### src/rtl/bch1572_seq_decoder.sv
// Sequential BCH(15,7,2) decoder: serial syndromes, Peterson solve, 15-step Chien search.
// One codeword in over valid/ready, corrected word plus status out over valid/ready.
module bch1572_seq_decoder #(
    parameter bit CORRECT_EN = 1'b1
) (
    input  logic        clk,
    input  logic        rst,
    input  logic        in_valid,
    output logic        in_ready,
    input  logic [14:0] codeword_in,
    output logic        out_valid,
    input  logic        out_ready,
    output logic [14:0] codeword_out,
    output logic [6:0]  data_out,
    output logic        error_detected,
    output logic        error_corrected,
    output logic        uncorrectable,
    output logic [1:0]  error_count
);

    typedef enum logic [2:0] {
        IDLE  = 3'd0,
        SYND  = 3'd1,
        SOLVE = 3'd2,
        CHIEN = 3'd3,
        DONE  = 3'd4
    } state_t;

    state_t state, state_nxt;

    logic [3:0]  bit_cnt;
    logic [14:0] cw_p0;
    logic [3:0]  s1_p1, s3_p1;
    logic [3:0]  t1_p2, t2_p2;
    logic [1:0]  deg_p2;
    logic        fail_p2;
    logic [14:0] mask_p2;
    logic [1:0]  roots_p2;

    logic [3:0]  s1_cube_c, sig1_c, sig2_c;
    logic [1:0]  deg_c;
    logic        fail_c;
    logic        uncorr_c;

    // GF(16) arithmetic over p(x) = x^4 + x + 1
    function automatic logic [3:0] gf_mul_a(input logic [3:0] x);
        return {x[2:0], 1'b0} ^ {2'b00, x[3], x[3]};
    endfunction

    function automatic logic [3:0] gf_mul(input logic [3:0] a, input logic [3:0] b);
        logic [3:0] p;
        logic [3:0] aa;
        p  = 4'h0;
        aa = a;
        for (int k = 0; k < 4; k++) begin
            if (b[k]) p = p ^ aa;
            aa = gf_mul_a(aa);
        end
        return p;
    endfunction

    function automatic logic [3:0] gf_inv(input logic [3:0] x);
        logic [3:0] r;
        case (x)
            4'h1: r = 4'h1;  4'h2: r = 4'h9;  4'h3: r = 4'hE;  4'h4: r = 4'hD;
            4'h5: r = 4'hB;  4'h6: r = 4'h7;  4'h7: r = 4'h6;  4'h8: r = 4'hF;
            4'h9: r = 4'h2;  4'hA: r = 4'hC;  4'hB: r = 4'h5;  4'hC: r = 4'hA;
            4'hD: r = 4'h4;  4'hE: r = 4'h3;  4'hF: r = 4'h8;
            default: r = 4'h0;
        endcase
        return r;
    endfunction

    assign in_ready = (state == IDLE);

    always_ff @(posedge clk) begin
        if (rst) state <= IDLE;
        else     state <= state_nxt;
    end

    always_comb begin
        state_nxt = state;
        case (state)
            IDLE:    if (in_valid)              state_nxt = SYND;
            SYND:    if (bit_cnt == 4'd0)       state_nxt = SOLVE;
            SOLVE:                              state_nxt = CHIEN;
            CHIEN:   if (bit_cnt == 4'd0)       state_nxt = DONE;
            DONE:    if (out_valid && out_ready) state_nxt = IDLE;
            default:                            state_nxt = IDLE;
        endcase
    end

    // Peterson solve for t=2, evaluated combinationally from the final syndromes
    always_comb begin
        s1_cube_c = gf_mul(gf_mul(s1_p1, s1_p1), s1_p1);
        sig1_c    = 4'h0;
        sig2_c    = 4'h0;
        deg_c     = 2'd0;
        fail_c    = 1'b0;
        if (s1_p1 == 4'h0) begin
            fail_c = (s3_p1 != 4'h0);
        end else if (s3_p1 == s1_cube_c) begin
            sig1_c = s1_p1;
            deg_c  = 2'd1;
        end else begin
            sig1_c = s1_p1;
            sig2_c = gf_mul(s3_p1 ^ s1_cube_c, gf_inv(s1_p1));
            deg_c  = 2'd2;
        end
    end

    assign uncorr_c = fail_p2 || (roots_p2 != deg_p2);

    always_ff @(posedge clk) begin
        if (rst) begin
            bit_cnt <= 4'd0;
        end else begin
            case (state)
                IDLE:    bit_cnt <= 4'd14;
                SYND,
                CHIEN:   bit_cnt <= (bit_cnt == 4'd0) ? 4'd14 : bit_cnt - 4'd1;
                default: bit_cnt <= 4'd14;
            endcase
        end
    end

    // Stage p0/p1: capture and serial Horner syndromes, S1 = r(a), S3 = r(a^3)
    always_ff @(posedge clk) begin
        if (state == IDLE && in_valid) begin
            cw_p0 <= codeword_in;
            s1_p1 <= 4'h0;
            s3_p1 <= 4'h0;
        end else if (state == SYND) begin
            s1_p1 <= gf_mul_a(s1_p1) ^ {3'b000, cw_p0[bit_cnt]};
            s3_p1 <= gf_mul_a(gf_mul_a(gf_mul_a(s3_p1))) ^ {3'b000, cw_p0[bit_cnt]};
        end
    end

    // Stage p2: Chien search; step for position i evaluates sigma at a^(15-i) = a^-i
    always_ff @(posedge clk) begin
        if (state == SOLVE) begin
            t1_p2    <= gf_mul_a(sig1_c);
            t2_p2    <= gf_mul_a(gf_mul_a(sig2_c));
            deg_p2   <= deg_c;
            fail_p2  <= fail_c;
            mask_p2  <= 15'h0000;
            roots_p2 <= 2'd0;
        end else if (state == CHIEN) begin
            if ((4'h1 ^ t1_p2 ^ t2_p2) == 4'h0) begin
                mask_p2[bit_cnt] <= 1'b1;
                roots_p2         <= roots_p2 + 2'd1;
            end
            t1_p2 <= gf_mul_a(t1_p2);
            t2_p2 <= gf_mul_a(gf_mul_a(t2_p2));
        end
    end

    // Result registers: loaded on the first DONE cycle, held until the handshake
    always_ff @(posedge clk) begin
        if (rst) begin
            out_valid       <= 1'b0;
            codeword_out    <= 15'h0000;
            data_out        <= 7'h00;
            error_detected  <= 1'b0;
            error_corrected <= 1'b0;
            uncorrectable   <= 1'b0;
            error_count     <= 2'd0;
        end else if (state == DONE) begin
            if (!out_valid) begin
                out_valid       <= 1'b1;
                error_detected  <= (s1_p1 | s3_p1) != 4'h0;
                uncorrectable   <= uncorr_c;
                error_corrected <= !uncorr_c && (deg_p2 != 2'd0) && CORRECT_EN;
                error_count     <= uncorr_c ? 2'd0 : deg_p2;
                if (!uncorr_c && CORRECT_EN) begin
                    codeword_out <= cw_p0 ^ mask_p2;
                    data_out     <= cw_p0[14:8] ^ mask_p2[14:8];
                end else begin
                    codeword_out <= cw_p0;
                    data_out     <= cw_p0[14:8];
                end
            end else if (out_ready) begin
                out_valid <= 1'b0;
            end
        end
    end

endmodule
### config.mk
export PLATFORM = sky130hd
export DESIGN_NAME = bch1572_seq_decoder
export DESIGN_NICKNAME = d
export VERILOG_FILES = /design/src/rtl/bch1572_seq_decoder.sv
export SDC_FILE = /design/constraint.sdc
export NUM_CORES = 1
export LEC_CHECK = 0
export CELL_PAD_IN_SITES_DETAIL_PLACEMENT = 1
export CELL_PAD_IN_SITES_GLOBAL_PLACEMENT = 2
export CORE_UTILIZATION = 30
export DETAILED_ROUTE_END_ITERATION = 7
export PLACE_DENSITY = 0.73
export SYNTH_ARGS = -nofsm -noshare
export SYNTH_HDL_FRONTEND = slang
export SYNTH_SLANG_ARGS = --single-unit
### constraint.sdc
create_clock -name clk -period 5.5 [get_ports clk]
set_input_delay 0.825 -clock clk [delete_from_list [all_inputs] [get_ports clk]]
set_output_delay 0.825 -clock clk [all_outputs]
set_load 0.1 [all_outputs]
==> impl_metrics.tcl <==
set metrics [dict create \
    cts_made_buffers 9 \
    start_kind "flop" \
    r2r-start "s1_p1[3]" \
    r2r_end "t2_p2[1]" \
    gr-total-overflow 0 \
    grt_pass1_vias 3865 \
    post-route-period-util_pct 79.8 \
    die_h_um 126 \
    crit_buf_inv 1 \
    arrival_ps 4450 \
    place_congestion 0.798 \
    cp.depth 13 \
    path_delay_family "XOR/XNOR gates" \
    fmax_mhz 228 \
    postLayoutCellArea_um2 5580 \
    fin_crit_ps 4390 \
    cp.required_ps 5560 \
    dpl-instance-area_um2 5250 \
    p_leak_nw 2.00 \
    tightest_slew_ps 1150 \
    pwr_density_cell_nw_per_um2 399 \
    ant_nets 0 \
    drt_iter0_drc 197 \
    ys_seq_area_share_pct 41.4 \
    num_rows 45 \
    hold_viol_final 0 \
    cts_tree "done" \
    synth_top_cell_by_area "dfxtp_1" \
    synthCells 502 \
    clkSinkCount 83 \
    synth_edf_count 26 \
    setup_viol 0 \
    synth_top_area_share_pct 24.6 \
    rsz0062_at_grt "no" \
    fillerInstances 1722 \
    start_util_pct 30.6 \
    crit_type "reg2reg" \
    peakVddDrop_mv 0.177 \
    place_hpwl_um 8450 \
    slew_headroom_pct 23.3 \
    met3WireLength_um 322 \
    grt_max_degree 36 \
    max-cap-violations 0 \
    rr_worst_depth 13 \
    cts_setup_buffers 0 \
    insertion_delay_ps 350 \
    ys_types 55 \
    syn2layout_area_growth_pct 20.4 \
    postSynthRegisterBits 83 \
    m1WireLength_um 5170 \
    async_reset_ff_share_pct 0 \
    die_area_um2 16000 \
    ff2ff_setup_slack_ps 1110 \
    fin_nets 568 \
    endpoint_kind "flop" \
    diodes 0 \
    avgSynthCellArea_um2 9.24 \
    wl_met2_um 5890 \
    avgViaCountPerCell 4.99 \
    status "completed" \
    path_max_fanout 18 \
    core_area_um2 15100 \
    hold_path_class "reg2reg" \
    synthesis.nets 536 \
    crit_chain "buf_4, ha_1, xor2_2, nand2_1, xnor3_2, nor2_1, xor2_1, xor2_1, ha_1, nand2_1, xor3_1, xnor3_1, o22ai_1" \
    crit_path_start "s1_p1[3]" \
    netlist_area_um2 4640 \
    wirelength_um 11500 \
    tns_ps 0 \
    grt_pass1_wl_um 19000 \
    cts_resized 0 \
    critical-path-max-stage-delay_ps 490 \
    cts_root_buffer "clkbuf_16" \
    hold_buffers 0 \
    wl_per_cell_um 15.8 \
    final.setup_skew_ps 4.76 \
    antenna_found_initial 0 \
    ys.flop_type "dfxtp_1" \
    port_buffers 47 \
    synth.area.top_cells "dfxtp_1, edfxtp_1, xor2_1" \
    crit_path_end "t2_p2[1]" \
    route.vias.total 3628 \
    finalMaxSlewViolations 0 \
    ys_warn_count 0 \
    io_pins 48 \
    slowest_stage "dfxtp_1" \
    grt_util_all_layers_pct 15.2 \
    clk_pin_slew_ps 60 \
    min_from "error_corrected" \
    cts_buffer_depth 2 \
    top_layer_used "met4" \
    h-tree-depth 3 \
    drive_above_1_share_pct 6.86 \
    drt_pass1_iterations 4 \
    route.detailed.drc 0 \
    die_w_um 126 \
]
## cell type report
cell class / count / area, µm² / area share [%]
multi-input cells: 369 / 2510 / 44.9
flip-flops and latches: 83 / 1920 / 34.4
repair buffers: 54 / 523 / 9.37
clock buffers: 12 / 278 / 4.97
well taps: 188 / 235 / 4.21
inverters: 17 / 63.8 / 1.14
clock inverters: 4 / 52.6 / 0.941
## synthesized netlist by cell type, types with 4 or more instances
cell type and n:
a211oi_1 20, nand2_1 58, nor2_1 61, nor2b_1 5, inv_1 17, nor3b_1 4, o21ai_0 13, xor2_1 28
buf_1 5, dfxtp_1 57, clkbuf_1 18, o211ai_1 6, nor3_1 7, xnor2_1 24, a31oi_1 5, ha_1 15
a21oi_1 34, nand2b_1 7, nand3_1 10, o22ai_1 7, buf_4 7, edfxtp_1 26, and2_1 6, mux2i_1 14
## layout by cell type, fill, tap and decap left out, drive strengths merged, types with 3 or more instances in the layout
| cell | instances |
|---|---|
| a21oi | 34 |
| clkbuf | 12 |
| a211oi | 22 |
| nor2 | 61 |
| mux4 | 3 |
| xnor2 | 25 |
| a31oi | 5 |
| nand2b | 7 |
| ha | 15 |
| o22ai | 7 |
| nor2b | 5 |
| o211ai | 6 |
| clkdlybuf4s50 | 47 |
| dfxtp | 57 |
| nor3 | 7 |
| buf | 7 |
| and2 | 6 |
| a22oi | 3 |
| nor3b | 4 |
| xor2 | 29 |
| nand3 | 10 |
| xnor3 | 4 |
| edfxtp | 26 |
| mux2i | 14 |
| nand2 | 58 |
| inv | 19 |
| o21ai | 13 |
## power by group
group          total, mW  switching [mW]  internal (mW)
registers          0.785          0.0756          0.709
clock network      0.658           0.251          0.406
logic              0.784           0.473          0.311
total               2.23           0.800           1.43
## state kept, by name, summed over array words and instances (netlist names), named ones only
| name | flops |
|---|---|
| roots_p2 | 2 |
| error_corrected | 1 |
| bit_cnt | 4 |
| fail_p2 | 1 |
| s1_p1 | 4 |
| error_count | 2 |
| mask_p2 | 15 |
| error_detected | 1 |
| codeword_out | 15 |
| state | 3 |
| deg_p2 | 2 |
| t2_p2 | 4 |
| t1_p2 | 4 |
| s3_p1 | 4 |
| cw_p0 | 15 |
| uncorrectable | 1 |
| out_valid | 1 |
## tightest hold or removal path, cell delays in order (launching register included)
cell and delay, ps:
dfxtp_1 310, nand2_1 50, a21oi_1 50
## stage by stage
stage / power, mW / worst slack (ps) / cells / hold WS, ps / util, %
after floorplan: 1.39 / 1680 / 502 / 437 / -
after detailed placement: 1.59 / 1130 / 711 / 452 / 34.7
after global routing: 2.36 / 797 / 727 / 482 / 36.9
final: 2.23 / 1110 / 727 / 453 / 36.9
after global placement: 1.56 / 1240 / 711 / 443 / 34.7
after CTS: 2.26 / 1110 / 727 / 461 / 36.9
## worst min-delay path by stage
stage	end	slack, ps	depth (start not counted)
2_1_floorplan	mask_p2[0]	440	2
3_3_place_gp	error_corrected	440	2
3_5_place_dp	error_count[0]	450	2
4_1_cts	error_count[0]	460	2
5_1_grt	error_corrected	480	2
6_report	error_corrected	450	2
## cell families after synthesis
| kind of cell | Yosys count | synth area share, % |
|---|---|---|
| buffers and inverters | 50 | 4.69 |
| xor gates and xnor gates | 60 | 13.5 |
| AOI/OAI and AO/OA | 107 | 15.4 |
| adders and majority gates | 16 | 4.26 |
| and+or+nand+nor | 169 | 16.2 |
| DFF | 83 | 41.4 |
| muxes | 17 | 4.48 |
## metal layers
layer,vias up,track usage (%)
met1,1760,17.4
met3,12,3.54
met5,-,0
met4,0,4.25
met2,43,28.2
li1,1813,-
Note: power is estimated with default switching activity, not from simulation.
